$ cat src/rtl/rf_wb_arbiter.sv
// Register-file write-port arbiter between pipeline writeback and a buffered MDU result FIFO,
// with a pending-write scoreboard. Define RF_ARB_STARVE_GUARD_EN to build the FIFO starvation guard.
module rf_wb_arbiter #(
    parameter int FIFO_DEPTH = 2,
    parameter int MAX_WAIT   = 4
) (
    input  logic        clk,
    input  logic        rst,
    input  logic        wb_we,
    input  logic [4:0]  wb_addr,
    input  logic [31:0] wb_data,
    output logic        wb_stall,
    input  logic        md_valid,
    input  logic [4:0]  md_addr,
    input  logic [31:0] md_data,
    output logic        md_ready,
    input  logic        md_issue,
    input  logic [4:0]  md_issue_addr,
    output logic        md_issue_ok,
    input  logic [4:0]  hz_addr1,
    input  logic [4:0]  hz_addr2,
    output logic        hz_stall,
    output logic        rf_we,
    output logic [4:0]  rf_addr_w,
    output logic [31:0] rf_data_w
);
    localparam int AW = $clog2(FIFO_DEPTH);
    localparam int CW = AW + 1;

    logic [AW-1:0] wr_ptr_q, wr_ptr_d, rd_ptr_q, rd_ptr_d;
    logic [CW-1:0] count_q, count_d;
    logic [31:0]   pending_q, pending_d;
    logic [4:0]    fifo_addr_q [FIFO_DEPTH];
    logic [31:0]   fifo_data_q [FIFO_DEPTH];

    logic        fifo_empty, fifo_full, enq, head_grant, wb_grant, guard_fire, issue_ok;
    logic [4:0]  head_addr;
    logic [31:0] head_data;

    assign fifo_empty = (count_q == '0);
    assign fifo_full  = (count_q == CW'(FIFO_DEPTH));
    assign head_addr  = fifo_addr_q[rd_ptr_q];
    assign head_data  = fifo_data_q[rd_ptr_q];
    assign enq        = md_valid && !fifo_full;
    assign issue_ok   = md_issue && (md_issue_addr != 5'd0) && !pending_q[md_issue_addr];

`ifdef RF_ARB_STARVE_GUARD_EN
    logic [3:0] starve_cnt_q, starve_cnt_d;

    assign guard_fire = !fifo_empty && (starve_cnt_q == 4'(MAX_WAIT));

    always_comb begin
        starve_cnt_d = starve_cnt_q;
        if (fifo_empty || head_grant)
            starve_cnt_d = 4'd0;
        else if (starve_cnt_q != 4'(MAX_WAIT))
            starve_cnt_d = starve_cnt_q + 4'd1;
    end

    always_ff @(posedge clk or negedge rst) begin
        if (!rst) starve_cnt_q <= 4'd0;
        else      starve_cnt_q <= starve_cnt_d;
    end
`else
    logic unused_max_wait;
    assign unused_max_wait = ^MAX_WAIT;
    assign guard_fire      = 1'b0;
`endif

    // WB wins unless the guard fires; the head is only ever granted when WB is idle or stalled.
    assign head_grant = !fifo_empty && (!wb_we || guard_fire);
    assign wb_grant   = wb_we && !guard_fire;

    always_comb begin
        rf_addr_w = wb_addr;
        rf_data_w = wb_data;
        if (!wb_grant) begin
            rf_addr_w = head_addr;
            rf_data_w = head_data;
        end
    end

    assign rf_we       = rst && ((wb_grant && (wb_addr != 5'd0)) ||
                                 (head_grant && (head_addr != 5'd0)));
    assign wb_stall    = rst && guard_fire && wb_we;
    assign md_ready    = rst && !fifo_full;
    assign md_issue_ok = rst && issue_ok;
    assign hz_stall    = rst && (pending_q[hz_addr1] | pending_q[hz_addr2]);

    always_comb begin
        wr_ptr_d  = wr_ptr_q;
        rd_ptr_d  = rd_ptr_q;
        pending_d = pending_q;
        count_d   = count_q + CW'(enq) - CW'(head_grant);
        if (enq)
            wr_ptr_d = wr_ptr_q + 1'b1;
        if (head_grant) begin
            rd_ptr_d             = rd_ptr_q + 1'b1;
            pending_d[head_addr] = 1'b0;
        end
        if (issue_ok)
            pending_d[md_issue_addr] = 1'b1;
    end

    always_ff @(posedge clk or negedge rst) begin
        if (!rst) begin
            count_q   <= '0;
            wr_ptr_q  <= '0;
            rd_ptr_q  <= '0;
            pending_q <= '0;
        end else begin
            count_q   <= count_d;
            wr_ptr_q  <= wr_ptr_d;
            rd_ptr_q  <= rd_ptr_d;
            pending_q <= pending_d;
        end
    end

    // Payload storage carries no reset; occupancy is governed by count_q alone.
    always_ff @(posedge clk) begin
        if (enq) begin
            fifo_addr_q[wr_ptr_q] <= md_addr;
            fifo_data_q[wr_ptr_q] <= md_data;
        end
    end
endmodule
$ cat config.mk
export PLATFORM = sky130hd
export DESIGN_NAME = rf_wb_arbiter
export DESIGN_NICKNAME = d
export VERILOG_FILES = /design/src/rtl/rf_wb_arbiter.sv
export SDC_FILE = /design/constraint.sdc
export NUM_CORES = 1
export LEC_CHECK = 0
export BUFFER_PORTS_ARGS = -buffer_cell sky130_fd_sc_hd__buf_2
export CELL_PAD_IN_SITES_DETAIL_PLACEMENT = 1
export CELL_PAD_IN_SITES_GLOBAL_PLACEMENT = 1
export CORE_MARGIN = 3
export CORE_UTILIZATION = 47
export CTS_BUF_LIST = sky130_fd_sc_hd__clkbuf_8
export DETAILED_ROUTE_END_ITERATION = 8
export GPL_TIMING_DRIVEN = 0
export MAX_ROUTING_LAYER = met4
export PLACE_DENSITY = 0.95
export SYNTH_ARGS = -nofsm -noshare
export SYNTH_HDL_FRONTEND = slang
export SYNTH_SLANG_ARGS = --single-unit
$ cat constraint.sdc
create_clock -name clk -period 6.95 [get_ports clk]
set_clock_uncertainty 0.15 [all_clocks]
set_input_delay 1.39 -clock clk [delete_from_list [all_inputs] [get_ports clk]]
set_output_delay 1.39 -clock clk [all_outputs]
set_load 0.02 [all_outputs]
==> flow_results.org <==
** Run status
- The run finished with clean final reports.

** Setup path
- The worst setup path is launched from an input port.
- CP peak stage delay :: 450 ps
- For the worst setup path, the data required time is 5410 ps.
- STA classifies the critical path endpoint as a primary output.
- Critical Path Slowest Stage Cell :: or2b_1
- Data arrival time of the worst path :: 3300 ps
- Most used cell, CP :: buf_2
- The critical path goes through buf_2 -> buf_6 -> or2b_1 -> a2bb2oi_1 -> o21ai_0 -> a21o_1 -> a211oi_1 -> buf_2.
- The critical path is of the input port to primary output type.
- Maximum fanout count along the critical path :: 10

** Synth
- Number of enable-type register cells in the synthesized netlist :: 74
- Post-synth cell types :: 51
- Proportion of synthesized chip area in sequential cells :: 56.8%
- After synthesis, the largest family of logic cells by area is multiplexers.
- Flip-flop and latch count after synthesis :: 110
- Syn nets :: 542
- Multiplexer cells account for 17.0% of the synthesized area.
- Fraction of registers with async set/reset :: 32.7%
- After technology mapping, the gate count stands at 446.
- After Yosys synthesis, XOR and XNOR cells account for 0.638% of the synthesized area.
- The synthesized netlist devotes 13.7% of its cell area to compound gates.
- Top-count cell post-synth :: o21ai_0
- After synthesis, the largest area contributor takes up 40.4% of total cell area.
- The most used flip-flop cell after synthesis is edfxtp_1.
- Share of synthesized cell area in full adder, half adder and majority cells :: 0.455%
- After synthesis, the cell types taking the most area are edfxtp_1, dfrtp_1, o21ai_0.
- Of the total synthesized cell area, the portion taken by AND, OR, NAND and NOR gates is 8.47%.
- Library cell with the largest summed area after synthesis :: edfxtp_1
- Yosys printed 0 warnings.
- The mapped netlist covers 5490 µm².
- Mean Syn Cell Area :: 12.3 µm²
- Ranking of synthesized cells by instance count :: o21ai_0, edfxtp_1, nand2_1

** CTS
- After clock tree synthesis, the clock-pin slew on the worst setup and hold paths is 110 ps.
- The number of hold buffers added after CTS was 0.
- CTS built an H-tree with a depth of 3.
- Clock latency on the worst-skew pair, taken at its later pin, is 390 ps.
- TritonCTS built the clock tree.
- Setup repair bufs after CTS :: 0
- Total clock buffers created by CTS :: 9
- Counting every sink on the clock net gives 110.
- Clock tree synthesis selected as its root buffer the cell clkbuf_8.
- In this run, post-CTS repair resized a total of 0 instances.
- The clock passes through at most 2 buffers.

** STA
- Final Hold Violating Endpoints :: 0
- The final critical path takes up 69.7% of the cycle.
- Smallest setup slack after layout :: 2110 ps
- At the pin with the least slew margin, the transition time is 931 ps.
- For this run, the top clock speed supported by timing is 0.207 GHz.
- Across all hold checks on the routed design, the worst slack comes to 388 ps.
- In this run the tightest slew margin relative to its limit is 38.0%.
- Final period demand of the worst path :: 4840 ps
- Setup violations remaining at the end of the flow were counted as 0.
- Unrepaired setup endpoints after global routing :: false
- Sum Neg Setup Slack :: 0 ps
- Max-slew violation count :: 0

** Floorplan
- The initial utilization of the core area, before any placement, comes to 49.4%.
- Total Die Area :: 13000 µm²
- Die extent in x :: 114 µm
- Vertical die dimension :: 114 µm
- Core Rows :: 38
- The floorplan step defined a core boundary enclosing 11100 µm².
- Total I/O pin count :: 136

** Placement
- Routability Congestion :: 0.934
- Worst slack after detailed placement :: 2270 ps
- Hpwl dp :: 13100 µm
- After detailed placement, the design holds a cell count of 714.
- Port buffering added 127 buffers.
- Cell Area, Placed :: 6330 µm²

** Route
- Detailed-route wire length per cell :: 26.1 µm
- Using the TritonRoute via totals, the vias-per-cell ratio works out to 6.52.
- The detail route stage leaves a number of antenna-violating nets equal to 0.
- After detailed routing, the number of remaining DRC violations is 0.
- The detailed router placed 4779 vias in this run.
- Before antenna repair, the detailed router went through 6 iterations.
- The final layout contains routed wiring with a total length of 19100 µm.
- DRT iter0 DRCs :: 407

** Finish
- The post-route netlist has 32.2% of its cells at a drive strength greater than 1.
- Summing all non-filler instances in the final layout gives an area of 6580 µm².
- Post-layout net count :: 681
- Area occupied by registers :: 3120 µm²
- Counting the fill cells in the layout gives 1196.
- Area of the multi-input gates :: 2230 µm²
- For this run, the share of the core covered by cells in the final layout is 59.1%.
- Syn-to-layout area delta :: 19.7%
- Excluding fillers, the count of instances in the completed layout stands at 733.

** GRT
- Global routing consumed, over all layers together, 30.2% of the routing resources.
- The first global-routing pass estimated 28700 µm of wire.
- Number of global-route vias before repair :: 5193
- Maximum number of pins on one net before global-route repair :: 40
- The total overflow left after global routing is 0.
- Antenna violations before repair :: 3

** Power and ir drop
- Summed over all cells, the static leakage comes to 2.68 nW.
- Power density over cell area :: 375 nW/µm²
- The design draws 2.46 mW.
- VDD sags by at most 201 µV.

** Job
- Max-cap violations in this run came to 0.

** Min path
- In this run the worst hold path is classified as register to register.
## power breakdown
group | switching (mW) | leakage, nW | total, mW | internal [mW]
Clock | 0.249 | 0.119 | 0.461 | 0.212
Sequential | 0.179 | 1.13 | 1.10 | 0.916
Combinational | 0.548 | 1.43 | 0.907 | 0.359
Total | 0.976 | 2.68 | 2.46 | 1.49
## path summary, 6_finish.rpt
kind / startpoint / to / slack (ps) / cells after the start
worst min register to register: pending_q[0] / pending_q[0] / 390 / 1
worst max-delay path: md_issue_addr[0] / md_issue_ok / 2110 / 8
min in group asynchronous: rst / pending_q[0] / 970 / 1
worst min-delay path: pending_q[0] / pending_q[0] / 390 / 1
max in group asynchronous: rst / pending_q[23] / 5100 / 1
worst max register to register: rd_ptr_q / pending_q[20] / 4530 / 5
## placed cells by master (no fill, tap or decap), types with 3 or more instances in the layout
| cell | count |
|---|---|
| a31oi_1 | 3 |
| nor2_1 | 4 |
| nand2b_1 | 7 |
| diode_2 | 3 |
| mux2i_1 | 45 |
| inv_1 | 7 |
| nor2b_1 | 4 |
| nor3b_1 | 4 |
| mux2_2 | 9 |
| buf_4 | 4 |
| xnor2_1 | 3 |
| or3_1 | 3 |
| buf_2 | 135 |
| edfxtp_1 | 74 |
| dfrtp_1 | 36 |
| o21ai_1 | 9 |
| nand2_1 | 54 |
| clkbuf_8 | 9 |
| clkbuf_1 | 11 |
| a2111oi_0 | 3 |
| o32ai_1 | 4 |
| o211ai_1 | 3 |
| o21ai_0 | 91 |
| mux4_2 | 17 |
| o22ai_1 | 3 |
| a21oi_1 | 7 |
## cell type report
cell class	count	share of cell area, %
Antenna cell	3	0.114
Buffer	25	1.94
Clock buffer	9	1.88
Clock inverter	7	1.73
Inverter	7	0.399
Multi-Input combinational cell	304	33.8
Sequential cell	110	47.5
Tap cell	140	2.66
Timing Repair Buffer	128	9.97
## registers in the layout, indices dropped and copies added (netlist names)
signal,count
count_q,2
fifo_addr_q,10
fifo_data_q,64
pending_q,32
rd_ptr_q,1
wr_ptr_q,1
## cells by family after synthesis
| logic type | Yosys count |
|---|---|
| AO/OA/AOI/OAI | 134 |
| flip-flops | 110 |
| buffers and inverters | 32 |
| AND/OR/NAND/NOR | 92 |
| XOR/XNOR | 4 |
| adder cells (fa/ha/maj) | 2 |
| multiplexers | 71 |
| other | 1 |
## critical path, delay by kind of cell
kind	cells	cell delay [ps]
buffers and inverters	3	540
AOI/OAI and AO/OA	4	910
and+or+nand+nor	1	450
## routing by layer
| layer | share of wire, % | vias up | GRT usage [%] |
|---|---|---|---|
| li1 | - | 1976 | - |
| met1 | 35 | 2403 | 33.7 |
| met2 | 51 | 306 | 51.1 |
| met3 | 8.4 | 94 | 6.18 |
| met4 | 5.6 | 0 | 15.8 |
| met5 | 0 | - | - |
(Power assumes the default switching activity.)
